[src/rtl/hex_register_display.sv]
// hex_register_display: DIGITS-nibble push-button register with shift/count modes and hex display.
// Define HEX_SATURATE_EN to make counting saturate instead of wrapping.
module hex_register_display #(
    parameter int DIGITS = 2
) (
    input  logic [1:0]          KEY,
    input  logic [9:0]          SW,
    output logic [9:0]          LEDR,
    output logic [7*DIGITS-1:0] HEX
);
    localparam int W = 4 * DIGITS;
`ifdef HEX_SATURATE_EN
    localparam bit SAT = 1'b1;
`else
    localparam bit SAT = 1'b0;
`endif

    logic         clk, rst_n, en, unused_sw;
    logic [1:0]   mode;
    logic [W-1:0] value_q, value_d;
    logic         flag_q, flag_d, all1, zero;

    assign clk       = KEY[0];
    assign rst_n     = KEY[1];
    assign en        = SW[9];
    assign mode      = SW[8:7];
    assign unused_sw = ^SW[6:4];
    assign all1      = &value_q;
    assign zero      = ~|value_q;

    always_comb begin
        value_d = value_q;
        flag_d  = flag_q;
        if (en && mode == 2'b01) begin
            value_d = W'({value_q, SW[3:0]});
            flag_d  = |value_q[W-1:W-4];
        end else if (en && mode == 2'b10) begin
            value_d = (SAT && all1) ? value_q : value_q + W'(1);
            flag_d  = all1;
        end else if (en && mode == 2'b11) begin
            value_d = (SAT && zero) ? value_q : value_q - W'(1);
            flag_d  = zero;
        end
    end

    always_ff @(posedge clk or negedge rst_n) begin
        if (!rst_n) begin
            value_q <= '0;
            flag_q  <= 1'b0;
        end else begin
            value_q <= value_d;
            flag_q  <= flag_d;
        end
    end

    function automatic logic [6:0] seg7(input logic [3:0] n);
        case (n)
            4'h0: seg7 = 7'b1000000;
            4'h1: seg7 = 7'b1111001;
            4'h2: seg7 = 7'b0100100;
            4'h3: seg7 = 7'b0110000;
            4'h4: seg7 = 7'b0011001;
            4'h5: seg7 = 7'b0010010;
            4'h6: seg7 = 7'b0000010;
            4'h7: seg7 = 7'b1111000;
            4'h8: seg7 = 7'b0000000;
            4'h9: seg7 = 7'b0010000;
            4'hA: seg7 = 7'b0001000;
            4'hB: seg7 = 7'b0000011;
            4'hC: seg7 = 7'b1000110;
            4'hD: seg7 = 7'b0100001;
            4'hE: seg7 = 7'b0000110;
            default: seg7 = 7'b0001110;
        endcase
    endfunction

    assign LEDR[9] = flag_q;
    assign LEDR[8] = zero;

    generate
        if (W >= 8) begin : g_led_full
            assign LEDR[7:0] = value_q[7:0];
        end else begin : g_led_ext
            assign LEDR[7:0] = {{(8 - W){1'b0}}, value_q};
        end
        for (genvar i = 0; i < DIGITS; i++) begin : g_hex
            assign HEX[7*i +: 7] = seg7(value_q[4*i +: 4]);
        end
    endgenerate
endmodule

[config.mk]
export PLATFORM = sky130hd
export DESIGN_NAME = hex_register_display
export DESIGN_NICKNAME = d
export VERILOG_FILES = /design/src/rtl/hex_register_display.sv
export SDC_FILE = /design/constraint.sdc
export NUM_CORES = 1
export LEC_CHECK = 0
export BUFFER_PORTS_ARGS = -buffer_cell sky130_fd_sc_hd__buf_2
export CAP_MARGIN = 10
export CELL_PAD_IN_SITES_DETAIL_PLACEMENT = 1
export CELL_PAD_IN_SITES_GLOBAL_PLACEMENT = 2
export CORE_UTILIZATION = 30
export CTS_CLUSTER_DIAMETER = 50
export CTS_CLUSTER_SIZE = 12
export DETAILED_ROUTE_END_ITERATION = 10
export PLACE_DENSITY_LB_ADDON = 0.2
export REMOVE_ABC_BUFFERS = 1
export SLEW_MARGIN = 20
export SYNTH_ARGS = -nofsm -noshare
export SYNTH_HDL_FRONTEND = slang
export SYNTH_SLANG_ARGS = --single-unit
[constraint.sdc]
create_clock -name KEY -period 3.1 [get_ports KEY]
set_clock_uncertainty 0.1 [all_clocks]
set_input_delay 0.62 -clock KEY [delete_from_list [all_inputs] [get_ports KEY]]
set_output_delay 0.62 -clock KEY [all_outputs]
set_load 0.02 [all_outputs]
==> Yosys cells after proc, flatten, opt, wreduce, memory -nomap -nowiden <==
Memories as Yosys holds them, arrays and structs flattened.
Index checks and enable logic that the tools add are counted.
{ "totals": {"reg_bits": 9, "rom_bits": 224, "input_bits": 12, "out_inout_bits": 24, "word_cells": 23, "memories": 2} }
{ "op_classes": {"add_sub_neg": 2, "n_eq_ne": 3, "mux": 6, "reduce_logical": 8} }
{ "memory_table": {"columns": ["memory", "depth", "width", "read_ports", "rd_clocked_by_memory_dff", "wr", "line_no", "rtl"], "rows": [
  ["(no name shown)", 16, 7, 1, 0, 0, "57", "case (n)"],
  ["(no name shown)", 16, 7, 1, 0, 0, "57", null]
]} }
{ "ops": {"columns": ["cell", "n"], "rows": [
  ["8-bit 2-to-1 mux", 3],
  ["8-bit by 1-bit adder with 8-bit output, second input constant", 1],
  ["8-bit AND reduction", 1],
  ["8-bit OR reduction", 1],
  ["8-bit by 1-bit subtractor with 8-bit output, second input constant", 1],
  ["2-bit == test, second input constant", 2],
  ["4-bit OR reduction", 1],
  ["1-bit logical AND", 3],
  ["1-bit 2-to-1 mux", 3],
  ["3-bit nonzero test", 1],
  ["2-bit by 1-bit == test with 1-bit output, second input constant", 1],
  ["1-bit zero test", 1]
]} }

==> Longest topological paths before layout <==
Gate-level depths: netlist of run 1.
{ "logic_depth": {"depth_word": 5, "mapped_depth": 8, "mapped_depth_nobuf": 8} }

==> Least setup slack after synthesis of run 1 <==
OpenSTA, ideal clock, no wires.
{ "synth_timing": {"path_kind": "in2reg", "start": "in SW[7]", "end": "reg value_q[6]", "setup_ns": 0.074, "arrival_ns": 2.437, "required_time_ns": 2.926, "setup_slack_ns": 0.489, "cell_stages": 8, "path_buffers": 1, "cell_sequence": "clkbuf_1 > or2_2 > fa_1 > a21o_1 > and3_1 > o21ai_2 > mux2_4 > o21ai_2"} }
{ "synth_via": {"elab_chain_len": 4, "elab_cells_between_ends": 9, "cone_classes": "eq/ne: 3; mux: 2; reduce/logical: 4"} }
{ "synth_rtl": {"columns": ["item", "line_no", "rtl"], "rows": [
  ["start: declaration", "7", "input logic [9:0] SW,"],
  ["2-bit == test", "37", "end else if (en && mode == 2'b10) begin"],
  ["1-bit logical AND", "37", null],
  ["8-bit 2-to-1 mux", "37", null],
  ["8-bit 2-to-1 mux", "34", "if (en && mode == 2'b01) begin"],
  ["end signal: assignment", "51", "value_q <= value_d;"],
  ["end: declaration", "20", "logic [W-1:0] value_q, value_d;"]
]} }
Several ways; a longest one is shown, not always the timed one.
A chain may end at the register's enable or synchronous reset.

==> Worst setup path in the final report of run 1 <==
{ "layout_timing": {"start": "reg value_q[1]", "end": "out HEX[3]"} }
{ "layout_via": {"elab_chain_len": 1} }
{ "layout_rtl": {"columns": ["item", "line_no", "rtl"], "rows": [
  ["memory read 16 x 7 bit", null, null],
  ["end: declaration", "9", "output logic [7*DIGITS-1:0] HEX"]
]} }
Every way passes these cells.

==> results_dict.tcl, run 1 <==
set metrics [dict create \
    holdWs_ns -0.416 \
    p_per_area_nw_per_um2 1100 \
    relSlewSlack 0.567 \
    hold_viol 9 \
    synth.distinct_cells 42 \
    finalSetupTns_ns 0 \
    wl_per_cell_um 15.4 \
    setup_ws_ns 0.408 \
    max-cap-violations 0 \
    io_buffers 31 \
    antenna_found_initial 0 \
    yosys-mux-area-fraction 0.0782 \
    path_class "register to output pin" \
    rows 23 \
    routabilityCongestion 0.730 \
    grt_pass1_vias 1344 \
    violations "negative hold slack" \
    num_antenna_cells 0 \
    hpwlAfterDp_mm 2.87 \
    insertion_delay_ns 0.23 \
    cts_setup_buffers 0 \
    arrival_ns 1.97 \
    synth_warnings 0 \
    synth_top_cells_by_area "ha_1 18%, dfrtp_1 17%, a22o_1 6.1%, o21ai_0 4.6%, nand2_1 4.6%" \
    drv_slew 0 \
    synth-xor-area-share 0.0270 \
    period_minus_slack_ns 2.69 \
    final_nets 221 \
    synth-seq-area-share 0.174 \
    synth_edf_count 0 \
    end_kind "output pin" \
    cp_max_fo 10 \
    setup_viol 0 \
    yosysTopAreaCellShare 0.183 \
    area_growth_pct 21.0 \
    synthSimpleGateAreaFrac 0.182 \
    ios 36 \
    cts-hold-fix-buffers 0 \
    cts_tree "yes" \
    ys_ff_latch 9 \
    clk_pin_slew_ns 0.04 \
    avgSynthCellArea_sq_um 8.15 \
    drive_gt1_frac 0.259 \
    synth_area_sq_um 1300 \
    wirelength_mm 3.69 \
    holdCritPathClass "clock port to asynchronous set/reset pin" \
    startpoint "value_q[1]" \
    nFillCells 513 \
    yosysTopAreaCell "ha_1" \
    yosys.area_share.adder 0.199 \
    fp.coreArea_sq_um 4090 \
    die_w_um 67.7 \
    worst_pin_slew_ns 0.649 \
    synth_compound_area_frac 0.266 \
    grt_pass1_wl_mm 6.04 \
    grt-ovfl-total 0 \
    ir_drop_v 0.000312 \
    ys_async_sr_fraction 1.00 \
    critPathRequiredTime_ns 2.38 \
    drt_first_pass_iters 4 \
    status "finished with violations" \
    num_vias 1270 \
    synth_top_family_by_area "compound AO/OA/AOI/OAI gates" \
    synthFlopType "dfrtp_1" \
    drt-initial-drc-count 38 \
    syn_inst 159 \
    min_period_over_period 0.868 \
    cts_resized 0 \
    critPathLaunchType "register" \
    grt_setup_unrepaired "false" \
    die_h_um 67.7 \
    grt_max_degree 20 \
    die_area_sq_um 4590 \
    drc 0 \
    r2r_start "value_q[0]" \
    ant_nets 0 \
    pre_cts_slack_ns 0.313 \
    initial_utilization 0.317 \
    vias_per_cell 5.31 \
    fmax_ghz 0.371 \
    r2r_setup_slack_ns 0.91 \
    grt_use_total 0.186 \
    p_leak_uw 0.000772 \
]
==> metal layers <==
metal	up-vias	GRT usage	routed length (um)	share of wire
li1	627	-	-	-
met1	617	0.192	1630	0.44
met2	21	0.329	1930	0.52
met3	5	0.0456	83	0.022
met4	0	0.122	47	0.013
met5	-	0	0	0
==> kinds of logic after synthesis <==
family	after synthesis
mux	7
flops	9
fa+ha+maj	20
simple gates	47
buf+inv	21
compound gates	51
xor+xnor	4
==> state kept, by name, summed over array words and instances, names as in the netlist <==
name	cells
value_q	8
flag_q	1
==> worst paths after layout <==
path,end,cells after the start
max,HEX[3],5
min,value_q[3],2
max reg2reg,value_q[6],7
min reg2reg,flag_q,1
max in group asynchronous,value_q[6],2
min in group KEY,flag_q,1
==> cell usage after synthesis, types with 4 or more instances <==
master and count:
buf_2 6, nor2b_1 5, xor2_1 4, dfrtp_1 9, a22o_1 9, o21ai_0 12
ha_1 19, inv_1 8, nor2_1 10, a21o_1 5, a21oi_1 10, clkbuf_1 4
nand2_1 16
==> metrics by stage <==
stage	util	std cells	cell area, sq um	total power [uW]
2_1_floorplan	-	146	1230	1080
3_3_place_gp	0.362	231	1480	1400
3_5_place_dp	0.362	231	1480	1460
4_1_cts	0.384	239	1570	1760
5_1_grt	0.384	239	1570	1900
6_report	0.384	239	1570	1730
==> cells in the final DEF, fill, tap and decap left out, types with 4 or more instances in the layout <==
cell type | netlist | layout
clkbuf_8 | 0 | 6
a21o_1 | 5 | 5
o21ai_0 | 12 | 12
inv_1 | 8 | 8
a21oi_1 | 10 | 10
xor2_1 | 4 | 4
dfrtp_1 | 9 | 9
nor2_1 | 10 | 10
buf_2 | 6 | 31
nand2_1 | 16 | 16
ha_1 | 19 | 19
nor2b_1 | 5 | 5
buf_4 | 2 | 4
a22o_1 | 9 | 9
==> area by class of cell <==
cell class	instances	area [sq um]	area share
Multi-Input combinational cell	129	976	0.622
Sequential cell	9	225	0.144
Timing Repair Buffer	35	185	0.118
Clock buffer	7	86.3	0.0550
Tap cell	50	62.6	0.0399
Inverter	8	30.0	0.0191
Clock inverter	1	3.75	0.00239
==> power by group <==
| part | switching, uW | leakage, uW | internal, uW | total [uW] |
|---|---|---|---|---|
| sequential | 180 | 0.000110 | 110 | 290 |
| combinational | 661 | 0.000616 | 491 | 1150 |
| clock | 108 | 0.0000459 | 177 | 285 |
==> worst max-delay path: stages (launching register included) <==
cell and delay [ns]:
dfrtp_1 0.58, inv_1 0.17, ha_1 0.32, inv_1 0.05, mux4_2 0.45, buf_2 0.17
Note: power is estimated with default switching activity, not from simulation.
==> run 2, diff against run 1 <==
--- a/config.mk
+++ b/config.mk
@@ -13,7 +13,7 @@
 export CTS_CLUSTER_DIAMETER = 50
 export CTS_CLUSTER_SIZE = 12
 export DETAILED_ROUTE_END_ITERATION = 10
-export PLACE_DENSITY_LB_ADDON = 0.2
+export PLACE_DENSITY = 0.86
 export REMOVE_ABC_BUFFERS = 1
 export SLEW_MARGIN = 20
 export SYNTH_ARGS = -nofsm -noshare
==> results_dict.tcl, run 2 (same netlist as run 1, synthesis figures left out) <==
set metrics [dict create \
    status "finished with violations" \
    violations "negative hold slack" \
    fmax_ghz 0.379 \
    p_leak_uw 0.000774 \
    period_minus_slack_ns 2.64 \
    grt_max_degree 20 \
    critPathRequiredTime_ns 2.38 \
    max-cap-violations 0 \
    final_common_cell "buf_2" \
    seq_area_sq_um 225 \
    fp.coreArea_sq_um 4090 \
    die_w_um 67.7 \
    num_vias 1290 \
    critPathLaunchType "register" \
    mostFrequentLayoutCells "31 x buf_2, 19 x ha_1, 16 x nand2_1" \
    place_area_sq_um 1480 \
    largest_register "value_q" \
    combPwrFrac 0.665 \
    final_cells 239 \
    cts_tree "yes" \
    final_nets 221 \
    min_period_over_period 0.852 \
    grt_setup_unrepaired "false" \
    place_inst 231 \
    finalSetupTns_ns 0 \
    r2r_start "value_q[0]" \
    max_stage_delay_ns 0.54 \
    cts_setup_buffers 0 \
    wl_per_cell_um 16.2 \
    r2r-end "value_q[6]" \
    power.net_switching_uw 972 \
    clockPowerShare 0.172 \
    worst_pin_slew_ns 0.645 \
    holdWs_ns -0.417 \
    hpwlAfterDp_mm 2.94 \
    seq_power_share 0.163 \
    grt_pass1_vias 1471 \
    drive_gt1_frac 0.265 \
    path_class "register to output pin" \
    stdcell_area_sq_um 1570 \
    cp_slowest_cell "dfrtp_1" \
    reg2reg_depth 7 \
    p_per_area_nw_per_um2 1120 \
    rows 23 \
    cts-hold-fix-buffers 0 \
    largest_reg_flops 8 \
    drt_first_pass_iters 4 \
    drc 0 \
    arrival_ns 1.92 \
    area_growth_pct 21.4 \
    grt_use_total 0.198 \
    hold_viol 9 \
    setup_viol 0 \
    r2r_setup_slack_ns 0.85 \
    multi_input_area_sq_um 976 \
    antenna_found_initial 0 \
    ir_drop_v 0.000299 \
    die_h_um 67.7 \
    vias_per_cell 5.40 \
    end_kind "output pin" \
    crit_path_frequent_cell "inv_1" \
    swShare 0.554 \
    wirelength_mm 3.86 \
    grt-ovfl-total 0 \
    ios 36 \
    relSlewSlack 0.570 \
    holdCritPathClass "clock port to asynchronous set/reset pin" \
    drv_slew 0 \
    internal-power_uw 784 \
    routabilityCongestion 0.824 \
    cts_resized 0 \
    num_antenna_cells 0 \
    cp_cell_sequence "inv_1 > ha_1 > inv_1 > mux4_2 > buf_2" \
    grt_pass1_wl_mm 6.65 \
    insertion_delay_ns 0.24 \
    nFillCells 517 \
    clk_pin_slew_ns 0.05 \
    reg_top3 "value_q: 8 flops, flag_q: 1 flops" \
    ant_nets 0 \
    io_buffers 31 \
    cp_max_fo 10 \
    die_area_sq_um 4590 \
    initial_utilization 0.317 \
    drt-initial-drc-count 52 \
]
run 2: cell counts in the layout (fill, tap and decap cells not counted):
Identical to the previous run, type by type.
run 2: how the worst max path moves through the flow:
stage          startpoint         end  slack, ns  cells after the start
6_report       value_q[5]     HEX[10]       0.46                      5
3_5_place_dp        SW[7]  value_q[6]       0.34                      8
2_1_floorplan       SW[9]  value_q[6]       0.59                      8
5_1_grt        value_q[1]      HEX[0]       0.31                      6
4_1_cts        value_q[5]     HEX[10]       0.44                      5
3_3_place_gp        SW[7]  value_q[6]       0.41                      8
run 2: final cells by class:
cell class              instances  area share
flip-flops and latches          9       0.143
inverters                       8      0.0191
clock buffers                   7      0.0548
repair buffers                 35       0.118
multi-input cells             129       0.620
well taps                      50      0.0397
clock inverters                 1     0.00556
run 2: power groups by stage:
stage                     Combinational (uW)  Clock (uW)  Sequential, uW
after CTS                               1190         316             286
after detailed placement                1170           0             290
after global routing                    1300         331             302
after global placement                  1110           0             283
after floorplan                          782           0             298
final                                   1170         303             286
run 2: through the flow:
stage	util	total power, uW	hold WS (ns)	setup WS, ns
final	0.385	1760	-0.417	0.460
after global routing	0.385	1930	-0.417	0.314
after CTS	0.385	1790	-0.413	0.442
after detailed placement	0.362	1460	-0.396	0.342
after global placement	0.362	1390	-0.396	0.412
after floorplan	-	1080	-0.396	0.594
run 2: routing by layer:
layer	vias to the layer above	part of all wire	GRT usage
li1	627	-	-
met1	639	0.45	0.230
met2	22	0.52	0.317
met3	2	0.028	0.0693
met4	0	0.0036	0.101
met5	-	0	0
run 2: worst max-delay path, delay by kind of cell (launching register included):
kind | cells | cell delay, ns
adders and majority gates | 1 | 0.33
DFF | 1 | 0.54
muxes | 1 | 0.45
buffers and inverters | 3 | 0.36
==> run 3, diff against run 2 <==
--- a/config.mk
+++ b/config.mk
@@ -9,12 +9,12 @@
 export CAP_MARGIN = 10
 export CELL_PAD_IN_SITES_DETAIL_PLACEMENT = 1
 export CELL_PAD_IN_SITES_GLOBAL_PLACEMENT = 2
+export CORE_ASPECT_RATIO = 1.75
 export CORE_UTILIZATION = 30
 export CTS_CLUSTER_DIAMETER = 50
 export CTS_CLUSTER_SIZE = 12
 export DETAILED_ROUTE_END_ITERATION = 10
 export PLACE_DENSITY = 0.86
-export REMOVE_ABC_BUFFERS = 1
 export SLEW_MARGIN = 20
 export SYNTH_ARGS = -nofsm -noshare
 export SYNTH_HDL_FRONTEND = slang
==> results_dict.tcl, run 3 (same netlist as run 1, synthesis figures left out) <==
set metrics [dict create \
    cp_cell_sequence "inv_1 > ha_1 > inv_1 > mux4_2 > buf_2" \
    drc 0 \
    cp_slowest_cell "dfrtp_1" \
    final_nets 221 \
    cts_resized 0 \
    die_h_um 89.0 \
    setup_ws_ns 0.453 \
    path_class "register to output pin" \
    die_area_sq_um 4600 \
    period_minus_slack_ns 2.65 \
    nFillCells 510 \
    io_buffers 31 \
    max_stage_delay_ns 0.56 \
    largest_register "value_q" \
    min_period_over_period 0.854 \
    wirelength_mm 3.72 \
    rows 31 \
    grt_max_degree 20 \
    holdCritPathClass "clock port to asynchronous set/reset pin" \
    critPathLaunchType "register" \
    seq_area_sq_um 225 \
    grt_use_total 0.185 \
    p_leak_uw 0.000772 \
    cts_setup_buffers 0 \
    num_vias 1306 \
    end_kind "output pin" \
    fmax_ghz 0.378 \
    r2r_setup_slack_ns 0.92 \
    worst_pin_slew_ns 0.648 \
    internal-power_uw 779 \
    ir_drop_v 0.000385 \
    hold_viol 9 \
    cts_tree "yes" \
    setup_viol 0 \
    grt_pass1_wl_mm 6.27 \
    arrival_ns 1.93 \
    vias_per_cell 5.49 \
    holdWs_ns -0.414 \
    grt_setup_unrepaired "false" \
    routabilityCongestion 0.823 \
    mostFrequentLayoutCells "31 x buf_2, 19 x ha_1, 16 x nand2_1" \
    p_per_area_nw_per_um2 1100 \
    insertion_delay_ns 0.23 \
    crit_path_frequent_cell "inv_1" \
    swShare 0.548 \
    finalSetupTns_ns 0 \
    ios 36 \
    p_total_uw 1720 \
    clockPowerShare 0.164 \
    max-cap-violations 0 \
    critPathRequiredTime_ns 2.38 \
    fp.coreArea_sq_um 4150 \
    violations "negative hold slack" \
    power.net_switching_uw 944 \
    wl_per_cell_um 15.6 \
    hpwlAfterDp_mm 2.87 \
    combPwrFrac 0.669 \
    final_common_cell "buf_2" \
    status "finished with violations" \
    antenna_found_initial 0 \
    final_cells 238 \
    cp_max_fo 10 \
    area_growth_pct 20.9 \
    grt_pass1_vias 1403 \
    drt_first_pass_iters 4 \
    largest_reg_flops 8 \
    pre_cts_slack_ns 0.340 \
    relSlewSlack 0.568 \
    place_inst 230 \
    reg_top3 "value_q: 8 flops, flag_q: 1 flops" \
    cts-hold-fix-buffers 0 \
    drt-initial-drc-count 9 \
    seq_power_share 0.167 \
    clk_pin_slew_ns 0.04 \
    syn-num-nets 191 \
    ant_nets 0 \
    die_w_um 51.7 \
    drv_slew 0 \
    drive_gt1_frac 0.259 \
    grt-ovfl-total 0 \
    multi_input_area_sq_um 976 \
    initial_utilization 0.312 \
    num_antenna_cells 0 \
]
run 3: path summary, 6_finish.rpt:
check,start,to,cells after the start
setup / recovery,value_q[5],HEX[10],5
hold / removal,KEY[1],value_q[2],2
setup reg to reg,value_q[0],value_q[6],7
hold reg to reg,flag_q,flag_q,1
max in group asynchronous,KEY[1],value_q[5],2
min in group KEY,flag_q,flag_q,1
run 3: layer usage:
layer  vias to the layer above  GRT usage  share of wire
li1                        633          -              -
met3                        10     0.0238          0.027
met4                         0      0.145          0.028
met5                         -          0              0
met1                       639      0.185           0.38
met2                        24      0.335           0.57
run 3: stage by stage:
stage | utilization | cell area [sq um]
CTS | 0.378 | 1570
detailed placement | 0.356 | 1480
floorplan | - | 1300
global placement | 0.356 | 1480
finish | 0.378 | 1570
global route | 0.378 | 1570
run 3: power groups by stage:
stage,combinational [uW],clock [uW],sequential [uW]
after detailed placement,1160,0,293
after global placement,1110,0,283
after global routing,1280,302,305
final,1150,282,288
after CTS,1170,291,290
after floorplan,892,0,246
run 3: area by class of cell:
cell class	count	area share
tap	49	0.0391
clock buffer	7	0.0551
clock inverter	1	0.00239
multi-input combinational	129	0.623
sequential	9	0.144
timing repair buffer	35	0.118
inverter	8	0.0192
run 3: worst max-delay path: cells and delay by family, from the launching register on:
family / cells / cell delay (ns)
flops: 1 / 0.56
fa+ha+maj: 1 / 0.32
mux: 1 / 0.45
buf+inv: 3 / 0.36
